File: src/rtl/bus_pkg.sv
// Shared definitions for the single-outstanding bus initiator: FSM encoding,
// default timeout and the wait-counter width.
package bus_pkg;

  typedef enum logic [1:0] {
    IDLE = 2'd0,
    BUS  = 2'd1,
    RESP = 2'd2
  } bus_state_t;

  localparam int unsigned DEFAULT_TIMEOUT_CYCLES = 256;
  localparam int unsigned CNT_W                  = 16;

endpackage

File: src/rtl/timeout_counter.sv
// Wait-cycle counter: cleared while idle, counts stalled bus cycles and flags
// when the count has reached the programmed limit.
import bus_pkg::*;

module timeout_counter (
  input  logic             clk,
  input  logic             reset,
  input  logic             clear,
  input  logic             enable,
  input  logic [CNT_W-1:0] limit,
  output logic             expired
);

  logic [CNT_W-1:0] count_reg;

  // Holds at the limit so the flag can never wrap back to zero.
  always_ff @(posedge clk) begin
    if (reset || clear) begin
      count_reg <= '0;
    end else if (enable && (count_reg != limit)) begin
      count_reg <= count_reg + 1'b1;
    end
  end

  assign expired = (count_reg == limit);

endmodule

File: src/rtl/bus_initiator.sv
// Converts one command at a time into a valid/ready bus request, with a
// bounded wait for the responder and a held response until consumed.
import bus_pkg::*;

module bus_initiator #(
  parameter int unsigned TIMEOUT_CYCLES = DEFAULT_TIMEOUT_CYCLES
) (
  input  logic        clk,
  input  logic        reset,
  input  logic        cmd_valid,
  output logic        cmd_ready,
  input  logic        cmd_write,
  input  logic [31:0] cmd_addr,
  input  logic [31:0] cmd_wdata,
  input  logic [3:0]  cmd_wstrb,
  output logic        rsp_valid,
  input  logic        rsp_ready,
  output logic [31:0] rsp_rdata,
  output logic        rsp_err,
  output logic        mem_valid,
  output logic [31:0] mem_addr,
  output logic [31:0] mem_wdata,
  output logic [3:0]  mem_wstrb,
  input  logic        mem_ready,
  input  logic [31:0] mem_rdata
);

  localparam logic [CNT_W-1:0] TIMEOUT_LIMIT = CNT_W'(TIMEOUT_CYCLES - 1);

  bus_state_t  state_reg;
  logic        cmd_ready_reg;
  logic        rsp_valid_reg;
  logic [31:0] rsp_rdata_reg;
  logic        rsp_err_reg;
  logic        mem_valid_reg;
  logic [31:0] mem_addr_reg;
  logic [31:0] mem_wdata_reg;
  logic [3:0]  mem_wstrb_reg;
  logic        wait_expired;

  timeout_counter u_timeout_counter (
    .clk     (clk),
    .reset   (reset),
    .clear   (state_reg != BUS),
    .enable  ((state_reg == BUS) && !mem_ready),
    .limit   (TIMEOUT_LIMIT),
    .expired (wait_expired)
  );

  always_ff @(posedge clk) begin
    if (reset) begin
      state_reg     <= IDLE;
      cmd_ready_reg <= 1'b1;
      rsp_valid_reg <= 1'b0;
      rsp_rdata_reg <= '0;
      rsp_err_reg   <= 1'b0;
      mem_valid_reg <= 1'b0;
      mem_addr_reg  <= '0;
      mem_wdata_reg <= '0;
      mem_wstrb_reg <= '0;
    end else begin
      case (state_reg)
        IDLE: begin
          if (cmd_valid && cmd_ready_reg) begin
            cmd_ready_reg <= 1'b0;
            if (cmd_write && (cmd_wstrb == 4'b0000)) begin
              // A write that enables no bytes is rejected without touching the bus.
              state_reg     <= RESP;
              rsp_valid_reg <= 1'b1;
              rsp_rdata_reg <= '0;
              rsp_err_reg   <= 1'b1;
            end else begin
              state_reg     <= BUS;
              mem_valid_reg <= 1'b1;
              mem_addr_reg  <= cmd_addr;
              mem_wdata_reg <= cmd_wdata;
              mem_wstrb_reg <= cmd_write ? cmd_wstrb : 4'b0000;
            end
          end
        end
        BUS: begin
          if (mem_ready || wait_expired) begin
            state_reg     <= RESP;
            mem_valid_reg <= 1'b0;
            mem_addr_reg  <= '0;
            mem_wdata_reg <= '0;
            mem_wstrb_reg <= '0;
            rsp_valid_reg <= 1'b1;
            // Completion wins over a timeout landing on the same cycle.
            rsp_err_reg   <= !mem_ready;
            rsp_rdata_reg <= (mem_ready && (mem_wstrb_reg == 4'b0000)) ? mem_rdata : '0;
          end
        end
        RESP: begin
          if (rsp_ready) begin
            state_reg     <= IDLE;
            cmd_ready_reg <= 1'b1;
            rsp_valid_reg <= 1'b0;
            rsp_rdata_reg <= '0;
            rsp_err_reg   <= 1'b0;
          end
        end
        default: begin
          state_reg     <= IDLE;
          cmd_ready_reg <= 1'b1;
          rsp_valid_reg <= 1'b0;
          mem_valid_reg <= 1'b0;
        end
      endcase
    end
  end

  assign cmd_ready = cmd_ready_reg;
  assign rsp_valid = rsp_valid_reg;
  assign rsp_rdata = rsp_rdata_reg;
  assign rsp_err   = rsp_err_reg;
  assign mem_valid = mem_valid_reg;
  assign mem_addr  = mem_addr_reg;
  assign mem_wdata = mem_wdata_reg;
  assign mem_wstrb = mem_wstrb_reg;

endmodule

File: config.mk
export PLATFORM = sky130hd
export DESIGN_NAME = bus_initiator
export DESIGN_NICKNAME = d
export VERILOG_FILES = /design/src/rtl/bus_pkg.sv /design/src/rtl/timeout_counter.sv /design/src/rtl/bus_initiator.sv
export SDC_FILE = /design/constraint.sdc
export NUM_CORES = 1
export LEC_CHECK = 0
export ABC_AREA = 1
export BUFFER_PORTS_ARGS = -buffer_cell sky130_fd_sc_hd__buf_2
export CAP_MARGIN = 20
export CORE_MARGIN = 2
export CORE_UTILIZATION = 55
export CTS_CLUSTER_SIZE = 30
export DETAILED_ROUTE_END_ITERATION = 7
export PLACE_DENSITY = 0.93
export SLEW_MARGIN = 20
export SYNTH_ARGS = -nofsm -noshare
export SYNTH_HDL_FRONTEND = slang
export SYNTH_HIERARCHICAL = 1
export SYNTH_SLANG_ARGS = --single-unit
File: constraint.sdc
create_clock -name clk -period 4.7 [get_ports clk]
set_input_delay 0.47 -clock clk [delete_from_list [all_inputs] [get_ports clk]]
set_output_delay 0.47 -clock clk [all_outputs]
set_load 0.005 [all_outputs]
# Yosys cells after proc, flatten, opt, wreduce, memory -nomap -nowiden
# Index checks and enable logic that the tools add are counted.
dict set report classes {
  eq_ne 10
  n_bitwise 2
  shift 0
  n_mul 0
  n_reduce_logical 19
  order_cmp 0
  div 0
  add_sub_neg 1
  mux 37
}
# cell n
set op_table {}
lappend op_table {{$mux W32} 10}
lappend op_table {{$pmux W32 S2} 2}
lappend op_table {{$pmux W32 S3} 1}
lappend op_table {{$add A16 B1 Y16 const B} 1}
lappend op_table {{$eq A16 B8 Y1 const B} 1}
lappend op_table {{$mux W4} 4}
lappend op_table {{$ne A16 B8 Y1 const B} 1}
lappend op_table {{$pmux W1 S3} 4}
lappend op_table {{$reduce_and A4 Y1} 3}
lappend op_table {{$mux W1} 10}
lappend op_table {{$logic_not A4 Y1} 2}
lappend op_table {{$mux W2} 4}
lappend op_table {{$ne A2 B2 Y1 const B} 4}
lappend op_table {{$pmux W4 S2} 1}
lappend op_table {{$pmux W2 S3} 1}
lappend op_table {{$reduce_and A3 Y1} 2}
lappend op_table {{$logic_and A1 B1 Y1} 5}
lappend op_table {{$reduce_and A5 Y1} 1}
lappend op_table {{$ne A2 B1 Y1 const B} 2}
lappend op_table {{$reduce_bool A3 Y1} 1}
lappend op_table {{$eq A2 B1 Y1 const B} 1}
lappend op_table {{$eq A2 B2 Y1 const B} 1}
lappend op_table {{$logic_not A2 Y1} 1}
lappend op_table {{$logic_or A1 B1 Y1} 2}
lappend op_table {{other kinds (3)} 4}
dict set report totals {
  register_bits 122
  mem_bits_ro 0
  mem_bits_rw 0
  out_inout_bits 104
  in_bits 106
  n_memories 0
  elab_cells 79
  latchBits 0
}

# Depth between registers and ports, before layout
dict set report depth {
  ltp_word 5
  mapped_depth 18
  mapped_depth_nobuf 16
}

# Cells and area by module
# The synthesis kept the hierarchy.
# module cells_per_inst seq_area_each_um2 area_each_um2 n_inst
set modules_own_cells {}
lappend modules_own_cells {bus_initiator 789 2122.0 5078.6 1}
lappend modules_own_cells {timeout_counter 224 320.3 1198.6 1}

# Worst setup path before layout
# OpenSTA, ideal clock, no wires.
dict set report synth_path {
  path_type {flip-flop to flip-flop}
  start {register u_timeout_counter.count_reg[5]}
  end {register mem_addr_reg[0], in the netlist mem_addr[0]}
  n_path_buf 3
  path_slack_ps 2652
  synth_period_minus_slack_ps 2048
  t_required_ps 4586
  setup_time_ps 114
  stages_incl_launch_ff 19
  arrival_time_ps 1934
  path_cell_list {dfxtp_1 inv_2 nand2_1 nand2_1 nor2_1 nand2_1 nor2_2 nand2_2 buf_2 inv_1 nor2_1 nand2_1 nand2_1 inv_2 nand3_2 buf_4 buf_4 a21oi_1 nor2_1}
}
dict set report synth_via {
  elab_chain_len 4
}
# element line_no
set synth_rtl {}
lappend synth_rtl {{start: declaration} timeout_counter.sv:14} ;# logic [CNT_W-1:0] count_reg;
lappend synth_rtl {{start signal: assignment} timeout_counter.sv:21} ;# count_reg <= count_reg + 1'b1;
lappend synth_rtl {{$eq A16 B8 Y1} timeout_counter.sv:25} ;# assign expired = (count_reg == limit);
lappend synth_rtl {{net wait_expired} bus_initiator.sv:39} ;# logic wait_expired;
lappend synth_rtl {{$logic_or A1 B1 Y1} bus_initiator.sv:82} ;# if (mem_ready || wait_expired) begin
lappend synth_rtl {{$ne A2 B1 Y1 (no line)} --}
lappend synth_rtl {{$reduce_and A4 Y1 (no line)} --}
lappend synth_rtl {{end signal: assignment} bus_initiator.sv:75} ;# mem_addr_reg <= cmd_addr;
lappend synth_rtl {{end: declaration} bus_initiator.sv:36} ;# logic [31:0] mem_addr_reg;
# The timed path passes the listed nets, and every way through them passes these cells.
# A chain may end at the register's enable or synchronous reset.

# Final worst setup path
dict set report layout_path {
  start {register u_timeout_counter.count_reg[7]}
  end {register rsp_rdata_reg[12], in the netlist rsp_rdata[12]}
}
dict set report layout_via {
  elab_chain_len 4
}
# element line_no
set layout_rtl {}
lappend layout_rtl {{$eq A16 B8 Y1} timeout_counter.sv:25}
lappend layout_rtl {{net wait_expired} bus_initiator.sv:39}
lappend layout_rtl {{$logic_or A1 B1 Y1} bus_initiator.sv:82}
lappend layout_rtl {{$ne A2 B1 Y1 (no line)} --}
lappend layout_rtl {{$reduce_and A5 Y1 (no line)} --}
lappend layout_rtl {{end signal: assignment} bus_initiator.sv:91} ;# rsp_rdata_reg <= (mem_ready && (mem_wstrb_reg == 4'b0000)) ? mem_rdata : '0;
lappend layout_rtl {{end: declaration} bus_initiator.sv:33} ;# logic [31:0] rsp_rdata_reg;
# The timed path passes the listed nets, and every way through them passes these cells.

==> flow_metrics.tcl <==
set metrics [dict create \
    htreeDepth 4 \
    wl_per_cell_um 12.3 \
    antenna_cells 0 \
    fmax_ghz 0.305 \
    grt_max_degree 88 \
    io_buffers 209 \
    first_pass_iters 8 \
    fillers 896 \
    cp-endpoint "rsp_rdata[12]" \
    rsz0062_at_grt "no" \
    finalSetupTns_ns 0 \
    synthCells 1013 \
    end_kind "flip-flop" \
    layout_common_cells "nand2_1 (241), buf_2 (209), nor2_1 (192), inv_1 (172), dfxtp_1 (122)" \
    startpoint "u_timeout_counter/count_reg[7]" \
    gr-usage-all-layers 0.272 \
    reg2regPathDepth 16 \
    fin_crit_sh 0.698 \
    switchingPower_mw 2.19 \
    grt_pass1_vias 6088 \
    yosys_warnings 6 \
    setup_viol 0 \
    ctsHoldBuffers 0 \
    cp-start-kind "flip-flop" \
    postCtsSetupRepairBufs 0 \
    clk_latency_ns 0.43 \
    hpwl_um 10900 \
    hold_ws_ns 0.281 \
    drc 0 \
    p_int_mw 3.14 \
    vdd_drop_max_mv 0.379 \
    grt_pass1_wl_um 27600 \
    r2r_start "u_timeout_counter/count_reg[7]" \
    synthDistinctLibCells 26 \
    timing.final.hold_violations 0 \
    drt-vias-per-instance 4.98 \
    dieArea_sq_mm 0.0123 \
    regArea_sq_mm 0.00244 \
    avgSynthCellArea_sq_um 6.20 \
    cts_buffers 17 \
    clkSinkCount 122 \
    area_growth_pct 27.5 \
    ys_ff_latch 122 \
    wirelength_um 16800 \
    post_cts_resized 0 \
    initialDrtViolationCount 594 \
    clk_path_buf_depth 2 \
    multi_input_area_sq_mm 0.00300 \
    syn_area_sq_mm 0.00628 \
    power.leakage_nw 4.33 \
    slew_violations 0 \
    finClkSkew_ns 0.0112 \
    fin_nets 1325 \
    final_common_cell "nand2_1" \
    ys_seq_area_frac 0.389 \
    grt_antenna_before_repair 1 \
    vias 6817 \
    drive_gt1_frac 0.213 \
    slew-limit-headroom 0.244 \
    finalCriticalPeriod_ns 3.28 \
    initial_core_util 0.557 \
    switching_share 0.412 \
    seq_power_share 0.299 \
    ant_nets 0 \
    root_buffer "clkbuf_16" \
    core_sq_mm 0.0113 \
    status "complete, no violations" \
    gp_congestion 0.936 \
    worstSetupPathType "reg2reg" \
    clk_pin_slew_ns 0.06 \
    rows 39 \
    io_pins 210 \
    fp.dieW_um 111 \
    p_comb_frac 0.440 \
    maxCapViolCount 0 \
    clock_power_share 0.261 \
    p_per_area_mw_per_mm2 666 \
    reg2reg_slack_ns 1.42 \
    min_path_type "in2reg" \
    cts_tree "done" \
    die_h_um 111 \
    r2r-end "rsp_rdata[12]" \
    tightestPinTransition_ns 1.13 \
    cp_max_fo 52 \
    grt-ovfl-total 0 \
    arrival_ns 3.64 \
    cp.required_ns 5.06 \
]
[cells in the mapped netlist (all sizes together)]
cell | count | share of area
a21oi | 89 | 0.071
clkinv | 1 | 0.00060
and3 | 1 | 0.0010
nor3 | 5 | 0.0040
or2 | 1 | 0.0010
nor4 | 1 | 0.0010
o21ai | 2 | 0.0016
nor2 | 195 | 0.12
clkbuf | 32 | 0.019
inv | 180 | 0.11
nand3 | 24 | 0.022
ha | 5 | 0.010
o211ai | 1 | 0.0012
conb | 2 | 0.0012
dfxtp | 122 | 0.39
nand4 | 82 | 0.082
buf | 28 | 0.025
nand2 | 242 | 0.15
[layer usage]
| layer | share of wire | vias up | track usage |
|---|---|---|---|
| li1 | - | 3487 | - |
| met2 | 0.47 | 296 | 0.455 |
| met5 | 0 | - | 0 |
| met1 | 0.41 | 2991 | 0.319 |
| met3 | 0.090 | 43 | 0.0913 |
| met4 | 0.034 | 0 | 0.116 |
[worst min path at each step]
stage            startpoint      endpoint  cells past startpoint
2_1_floorplan     mem_valid     mem_valid                      2
3_5_place_dp   mem_addr[22]  mem_addr[22]                      2
4_1_cts        cmd_addr[18]  mem_addr[18]                      3
3_3_place_gp    mem_addr[7]   mem_addr[7]                      2
6_report       cmd_addr[12]  mem_addr[12]                      3
5_1_grt        cmd_addr[12]  mem_addr[12]                      3
[power groups by stage]
stage | Sequential (mW) | Clock, mW | Combinational (mW)
floorplan | 1.64 | 0 | 1.62
global placement | 1.59 | 0 | 2.26
detailed placement | 1.60 | 0 | 2.31
finish | 1.59 | 1.39 | 2.34
global route | 1.63 | 1.45 | 2.66
CTS | 1.59 | 1.40 | 2.34
[layout make-up]
class / instances / share of cell area
multi-input combinational: 680 / 0.374
sequential: 122 / 0.305
timing repair buffer: 212 / 0.134
inverter: 181 / 0.0849
clock buffer: 21 / 0.0600
tap: 143 / 0.0224
clock inverter: 11 / 0.0195
[cell families after synthesis]
family / count (synthesis) / synth area share
AOI/OAI and AO/OA: 92 / 0.0738
DFF: 122 / 0.389
and+or+nand+nor: 551 / 0.374
adders and majority gates: 5 / 0.00997
other: 2 / 0.00120
buffers and inverters: 241 / 0.152
[critical path, stage by stage, from the launching register on]
cell and delay (ns):
dfxtp_1 0.45, nand2_1 0.08, clkinv_1 0.05, nor2_1 0.03
nor2_1 0.09, nand2_1 0.07, nor2_2 0.09, nand2_2 0.33
inv_1 0.16, nor2_1 0.05, nand2_1 0.06, nand2_1 0.13
nor2_4 0.34, nand3_2 0.78, nand2_1 0.32, inv_1 0.07
nor2_1 0.10
[metrics by stage]
step | utilization | total power [mW] | std cells | worst slack [ns] | cell area [sq um]
after CTS | 0.710 | 5.33 | 1370 | 1.39 | 8000
after detailed placement | 0.653 | 3.91 | 1338 | 1.47 | 7360
after global placement | 0.653 | 3.85 | 1338 | 1.58 | 7360
final | 0.710 | 5.33 | 1370 | 1.42 | 8000
after global routing | 0.710 | 5.75 | 1370 | 0.962 | 8000
after floorplan | - | 3.26 | 1043 | 2.65 | 6390
No activity file was read; power rests on OpenSTA's default activity.
